$ cat src/rtl/mips_multicycle_ctrl.sv
`default_nettype none
// ============================================================================
// Module   : mips_multicycle_ctrl
// Brief    : Moore-style multicycle MIPS control unit sequencing the shared
//            ALU, unified memory and register file.
// Revision : 1.0 - initial release
// ============================================================================

module mips_multicycle_ctrl (
    input  logic       clk,
    input  logic       reset,
    input  logic [5:0] opcode,
    input  logic [5:0] funct,
    input  logic       zero,
    output logic       pc_en,
    output logic       iord,
    output logic       mem_write,
    output logic       ir_write,
    output logic       reg_dst,
    output logic       mem_to_reg,
    output logic       reg_write,
    output logic       alu_src_a,
    output logic [1:0] alu_src_b,
    output logic [2:0] alu_control,
    output logic [1:0] pc_src,
    output logic       retire,
    output logic [3:0] state
);

    typedef enum logic [3:0] {
        S_FETCH  = 4'd0,
        S_DECODE = 4'd1,
        S_MEMADR = 4'd2,
        S_MEMRD  = 4'd3,
        S_MEMWB  = 4'd4,
        S_MEMWR  = 4'd5,
        S_RTEX   = 4'd6,
        S_RTWB   = 4'd7,
        S_BEQEX  = 4'd8,
        S_ADDIEX = 4'd9,
        S_ADDIWB = 4'd10,
        S_JEX    = 4'd11
    } state_t;

    localparam logic [5:0] c_OP_RTYPE = 6'b000000;
    localparam logic [5:0] c_OP_LW    = 6'b100011;
    localparam logic [5:0] c_OP_SW    = 6'b101011;
    localparam logic [5:0] c_OP_BEQ   = 6'b000100;
    localparam logic [5:0] c_OP_ADDI  = 6'b001000;
    localparam logic [5:0] c_OP_J     = 6'b000010;

    localparam logic [2:0] c_ALU_ADD = 3'b010;
    localparam logic [2:0] c_ALU_SUB = 3'b110;
    localparam logic [2:0] c_ALU_AND = 3'b000;
    localparam logic [2:0] c_ALU_OR  = 3'b001;
    localparam logic [2:0] c_ALU_SLT = 3'b111;

    state_t     r_state;
    state_t     w_next;
    logic       w_pc_write;
    logic       w_branch;
    logic       w_iord;
    logic       w_mem_write;
    logic       w_ir_write;
    logic       w_reg_dst;
    logic       w_mem_to_reg;
    logic       w_reg_write;
    logic       w_alu_src_a;
    logic [1:0] w_alu_src_b;
    logic [2:0] w_alu_control;
    logic [1:0] w_pc_src;
    logic       w_retire;

    always_ff @(posedge clk) begin
        if (reset) begin
            r_state <= S_FETCH;
        end else begin
            r_state <= w_next;
        end
    end

    always_comb begin
        w_next        = S_FETCH;
        w_pc_write    = 1'b0;
        w_branch      = 1'b0;
        w_iord        = 1'b0;
        w_mem_write   = 1'b0;
        w_ir_write    = 1'b0;
        w_reg_dst     = 1'b0;
        w_mem_to_reg  = 1'b0;
        w_reg_write   = 1'b0;
        w_alu_src_a   = 1'b0;
        w_alu_src_b   = 2'b00;
        w_alu_control = c_ALU_ADD;
        w_pc_src      = 2'b00;
        w_retire      = 1'b0;

        case (r_state)
            S_FETCH: begin
                w_next      = S_DECODE;
                w_alu_src_b = 2'b01;
                w_ir_write  = 1'b1;
                w_pc_write  = 1'b1;
            end
            S_DECODE: begin
                // Branch target is precomputed here while the opcode resolves.
                w_alu_src_b = 2'b11;
                case (opcode)
                    c_OP_LW,
                    c_OP_SW:     w_next = S_MEMADR;
                    c_OP_RTYPE:  w_next = S_RTEX;
                    c_OP_BEQ:    w_next = S_BEQEX;
                    c_OP_ADDI:   w_next = S_ADDIEX;
                    c_OP_J:      w_next = S_JEX;
                    default: begin
                        w_next   = S_FETCH;
                        w_retire = 1'b1;
                    end
                endcase
            end
            S_MEMADR: begin
                w_next      = (opcode == c_OP_LW) ? S_MEMRD : S_MEMWR;
                w_alu_src_a = 1'b1;
                w_alu_src_b = 2'b10;
            end
            S_MEMRD: begin
                w_next = S_MEMWB;
                w_iord = 1'b1;
            end
            S_MEMWB: begin
                w_mem_to_reg = 1'b1;
                w_reg_write  = 1'b1;
                w_retire     = 1'b1;
            end
            S_MEMWR: begin
                w_iord      = 1'b1;
                w_mem_write = 1'b1;
                w_retire    = 1'b1;
            end
            S_RTEX: begin
                w_next      = S_RTWB;
                w_alu_src_a = 1'b1;
                case (funct)
                    6'b100000: w_alu_control = c_ALU_ADD;
                    6'b100010: w_alu_control = c_ALU_SUB;
                    6'b100100: w_alu_control = c_ALU_AND;
                    6'b100101: w_alu_control = c_ALU_OR;
                    6'b101010: w_alu_control = c_ALU_SLT;
                    default:   w_alu_control = c_ALU_ADD;
                endcase
            end
            S_RTWB: begin
                w_reg_dst   = 1'b1;
                w_reg_write = 1'b1;
                w_retire    = 1'b1;
            end
            S_BEQEX: begin
                w_alu_src_a   = 1'b1;
                w_alu_control = c_ALU_SUB;
                w_pc_src      = 2'b01;
                w_branch      = 1'b1;
                w_retire      = 1'b1;
            end
            S_ADDIEX: begin
                w_next      = S_ADDIWB;
                w_alu_src_a = 1'b1;
                w_alu_src_b = 2'b10;
            end
            S_ADDIWB: begin
                w_reg_write = 1'b1;
                w_retire    = 1'b1;
            end
            S_JEX: begin
                w_pc_src   = 2'b10;
                w_pc_write = 1'b1;
                w_retire   = 1'b1;
            end
            default: begin
                // Encodings 12-15: recover to FETCH with every output low.
                w_next        = S_FETCH;
                w_alu_control = 3'b000;
            end
        endcase
    end

    // Write enables are masked during reset so an aborted instruction leaves no partial update.
    assign pc_en       = ~reset & (w_pc_write | (w_branch & zero));
    assign ir_write    = ~reset & w_ir_write;
    assign mem_write   = ~reset & w_mem_write;
    assign reg_write   = ~reset & w_reg_write;
    assign retire      = ~reset & w_retire;
    assign iord        = w_iord;
    assign reg_dst     = w_reg_dst;
    assign mem_to_reg  = w_mem_to_reg;
    assign alu_src_a   = w_alu_src_a;
    assign alu_src_b   = w_alu_src_b;
    assign alu_control = w_alu_control;
    assign pc_src      = w_pc_src;
    assign state       = r_state;

endmodule

`default_nettype wire
$ cat config.mk
export PLATFORM = sky130hd
export DESIGN_NAME = mips_multicycle_ctrl
export DESIGN_NICKNAME = d
export VERILOG_FILES = /design/src/rtl/mips_multicycle_ctrl.sv
export SDC_FILE = /design/constraint.sdc
export NUM_CORES = 1
export LEC_CHECK = 0
export CORE_MARGIN = 2
export CORE_UTILIZATION = 39
export CTS_CLUSTER_DIAMETER = 50
export CTS_CLUSTER_SIZE = 40
export DETAILED_ROUTE_END_ITERATION = 16
export HOLD_SLACK_MARGIN = 0.02
export PLACE_DENSITY = 0.84
export SLEW_MARGIN = 10
export SYNTH_ARGS = -nofsm -noshare
export SYNTH_HDL_FRONTEND = slang
export SYNTH_SLANG_ARGS = --single-unit
$ cat constraint.sdc
create_clock -name clk -period 2.45 [get_ports clk]
set_clock_uncertainty 0.15 [all_clocks]
set_input_delay 0.49 -clock clk [delete_from_list [all_inputs] [get_ports clk]]
set_output_delay 0.49 -clock clk [all_outputs]
set_load 0.02 [all_outputs]
Word-level counts from Yosys, hierarchy flattened
Index checks and enable logic that the tools add are counted.

cells by class
  equality and inequality tests = 20
  muxes and demuxes = 18
  bitwise gates (word level) = 8
  reduce and logical (&&, ||, !) cells = 11

operators with widths
  kind                number
  $eq 6x6->1 const B  6
  $pmux 4 s6          1
  $pmux 4 s5          1
  $eq 4x3->1 const B  4
  $eq 4x4->1 const B  4
  $pmux 3 s4          1
  $reduce_or 6->1     2
  $mux 1              10
  $reduce_or 10->1    1
  $pmux 3 s3          1
  $eq 4x2->1 const B  2
  $reduce_or 2->1     4
  $and 1x1->1         6
  $eq 6x2->1 const B  1
  $eq 6x3->1 const B  1
  $eq 6x4->1 const B  1
  $logic_not 6->1     1
  $pmux 2 s3          1
  $eq 4x1->1 const B  1
  $logic_not 4->1     1
  $pmux 2 s2          1
  $reduce_or 4->1     1
  $mux 3              1
  $reduce_or 3->1     1
  3 further kinds     3

word-level totals
  register bits = 4
  output and inout bits = 20
  word-level logic and storage cells = 58

Longest topological paths before layout
  depth after elaboration = 5
  gate-level depth with buffers = 5
  mapped depth without buffers = 4

Least setup slack after synthesis
OpenSTA, ideal clock, no wires.

  path type = reg2out
  from = reg r_state[1] (netlist: state[1])
  to = out ir_write
  arrival time = 1,538 ps
  setup slack = 272 ps
  stages on the path, launching flop included = 4
  cells stage by stage = dfxtp_1 -> buf_4 -> or2_2 -> nor4_1

on the way
  word-level cells in the longest chain between the ends = 3

RTL lines
  element                 RTL line  text
  from (decl)             58        state_t r_state;
  from (signal assigned)  78        r_state <= w_next;
  $logic_not 4->1         98        case (r_state)
  $mux 1                  98
  $and 1x1->1             188       assign ir_write = ~reset & w_ir_write;
  to (decl)               18        output logic ir_write,

No other way between the ends.

Worst setup path after layout
  from = in reset
  to = out ir_write

on the way
  word-level cells in the longest chain between the ends = 2

RTL lines
  element      RTL line  text
  from (decl)  11        input logic reset,
  $not 1->1    188
  $and 1x1->1  188

No other way between the ends.

==> results.json <==
{
  "critical-path-max-stage-delay_ps": 420,
  "clk_path_buf_depth": 2,
  "rsz0062_at_grt": "yes",
  "syn_avg_cell_area_um2": 7.15,
  "grt_use_met3": 0.0560,
  "via_per_inst": 5.86,
  "synthAdderAreaFrac": 0,
  "synthCells": 80,
  "synth_top_cell_by_area": "dfxtp_1",
  "min_path_type": "reg2reg",
  "cts_setup_buffers": 0,
  "synth_xor_area_frac": 0.0460,
  "ys_seq_area_frac": 0.140,
  "cpMaxStageDelayCell": "clkdlybuf4s50_1",
  "grt_pass1_wl_um": 3490,
  "drive_gt1_frac": 0.303,
  "finalMaxSlewViolations": 0,
  "power.density_nw_per_um2": 256,
  "p_comb_frac": 0.426,
  "internal_power_uw": 187,
  "largest_reg_flops": 4,
  "h-tree-depth": 1,
  "crit_chain": "clkdlybuf4s50_1 -> buf_4 -> nor4_1 -> dlygate4sd2_1",
  "synthMuxAreaShare": 0,
  "ant_nets": 0,
  "tightestPinTransition_ps": 334,
  "synthSimpleGateAreaFrac": 0.438,
  "syn_area_um2": 572,
  "fin_cells": 147,
  "areaGrowthSynthToFinish_pct": 89.3,
  "drt_wl_total_um": 2110,
  "num_rows": 13,
  "finalCritPeriodShare": 0.989,
  "dp.cells": 144,
  "max_freq_mhz": 413,
  "slew_headroom": 0.774,
  "setup_viol": 0,
  "dr.pass1.iters": 4,
  "antenna_found_initial": 0,
  "initial_utilization": 0.429,
  "clock_sinks": 4,
  "dieWidth_um": 42.3,
  "ys_warn_count": 0,
  "synth.area.top_cells": "dfxtp_1 (14%), nor2_1 (7.9%), nand2b_4 (7.2%)",
  "p_switching_uw": 90.9,
  "synth_top_area_share": 0.140,
  "die_area_um2": 1790,
  "use_met1": 0.251,
  "synth_top_family_by_area": "simple AND/OR/NAND/NOR gates",
  "grtUsageMet2": 0.462,
  "hpwl_um": 1570,
  "clock_latency_ps": 250,
  "pwr-share-clk": 0.319,
  "antenna_cells": 0,
  "switching_share": 0.328,
  "first_global_vias": 836,
  "pre_cts_ws_ps": -584,
  "gp_congestion": 0.892,
  "worst_slack_ps": 26.9,
  "final_cell_mix": "buf_4 (22), clkdlybuf4s50_1 (19), nor2_1 (12)",
  "wl_per_cell_um": 14.4,
  "track_usage": 0.246,
  "drt_iter0_drc": 17,
  "power.leakage_uw": 0.000487,
  "hold_viol_final": 0,
  "synth_compound_area_frac": 0.282,
  "worstSetupEndpointType": "primary output",
  "crit_arrival_ps": 1780,
  "outcome": "finished, final reports clean",
  "io_buffers": 34,
  "fin_nets": 149,
  "ios": 35,
  "synth_nets": 95,
  "irDropWorstVdd_v": 0.000248,
  "p_seq_frac": 0.254,
  "yosys_register_bits": 4,
  "start_kind": "input port",
  "grt_max_degree": 14,
  "period_minus_slack_ps": 2420,
  "vias": 861,
  "clk_pin_slew_worst_paths_ps": 40,
  "synth_cell_types": 39,
  "grt_remaining_overflow": 0,
  "core-area_um2": 1330,
  "final_common_cell": "buf_4",
  "top_usage_layer": "met2",
  "max_cap_violations": 0,
  "cts_made_buffers": 3,
  "crit_type": "in2out",
  "crit_fanout": 9,
  "cts_tree": "built",
  "clock-root-buffer": "clkbuf_4",
  "finalSetupTns_ps": 0,
  "cp.required_ps": 1810,
  "drc": 0,
  "die_y_um": 42.3
}
## per-layer routing
layer  up-vias  wire [µm]
met4         0         55
li1        402          -
met2        63       1040
met3        12        207
met5         -          0
met1       384        809
## power groups by stage
| stage | Combinational (µW) | Sequential [µW] | Clock (µW) |
|---|---|---|---|
| CTS | 118 | 70.6 | 87.1 |
| global route | 128 | 71.0 | 91.7 |
| finish | 118 | 70.6 | 88.6 |
| global placement | 115 | 71.6 | 0 |
| detailed placement | 118 | 71.5 | 0 |
| floorplan | 47.9 | 74.0 | 0 |
## synthesized netlist by cell type
cell       number
nor2_1         12
nor3_1          7
a21oi_1         6
inv_1           5
dfxtp_1         4
o21ai_0         4
nand2b_4        3
nor4_1          3
a31oi_1         2
buf_4           2
nand2_1         2
nand3_1         2
xor2_1          2
a2111oi_2       1
a211oi_1        1
a21boi_1        1
a21o_1          1
a2bb2oi_1       1
a31o_2          1
and2b_1         1
and4bb_2        1
buf_1           1
buf_2           1
buf_6           1
nand2b_1        1
nand4b_1        1
nor2b_1         1
nor3b_1         1
nor4b_1         1
o211ai_1        1
o22ai_1         1
o22ai_2         1
o311ai_0        1
o41ai_1         1
or2_2           1
or3_1           1
or3b_2          1
or4b_4          1
xnor2_1         1
## area by class of cell
| type | count | area, µm² |
|---|---|---|
| Sequential cell | 4 | 81.3 |
| Tap cell | 15 | 18.8 |
| Inverter | 5 | 18.8 |
| Timing Repair Buffer | 54 | 480 |
| Clock buffer | 3 | 22.5 |
| Fill cell | 100 | 251 |
| Multi-Input combinational cell | 66 | 460 |
## critical path, delay by kind of cell
kind	cells	cell delay, ps
buffers and inverters	3	990
AND/OR/NAND/NOR	1	300
## through the flow
step	hold slack [ps]	util	area, µm²	power (µW)
2_1_floorplan	504	-	572	122
3_3_place_gp	486	0.784	1050	186
3_5_place_dp	516	0.784	1050	189
4_1_cts	514	0.803	1070	275
5_1_grt	547	0.811	1080	290
6_report	521	0.811	1080	278
## path summary, 6_finish.rpt
path              startpoint       end  slack [ps]  depth (start not counted)
setup reg to reg    state[2]  state[2]         970                          4
hold / removal      state[2]  state[3]         520                          2
setup / recovery       reset  ir_write          30                          4
hold reg to reg     state[2]  state[3]         520                          2
## cell families after synthesis
kind of cell,count (synthesis)
buffers and inverters,10
AO/OA/AOI/OAI,23
flip-flops,4
XOR/XNOR,3
AND/OR/NAND/NOR,40
## repair_timing
action,in CTS,in global routing
hold buffers,0,0
endpoints found under the hold margin,0,0
setup endpoints to repair,10,3
pin swaps,0,2
gates resized for setup,28,8
(Power assumes the default switching activity.)
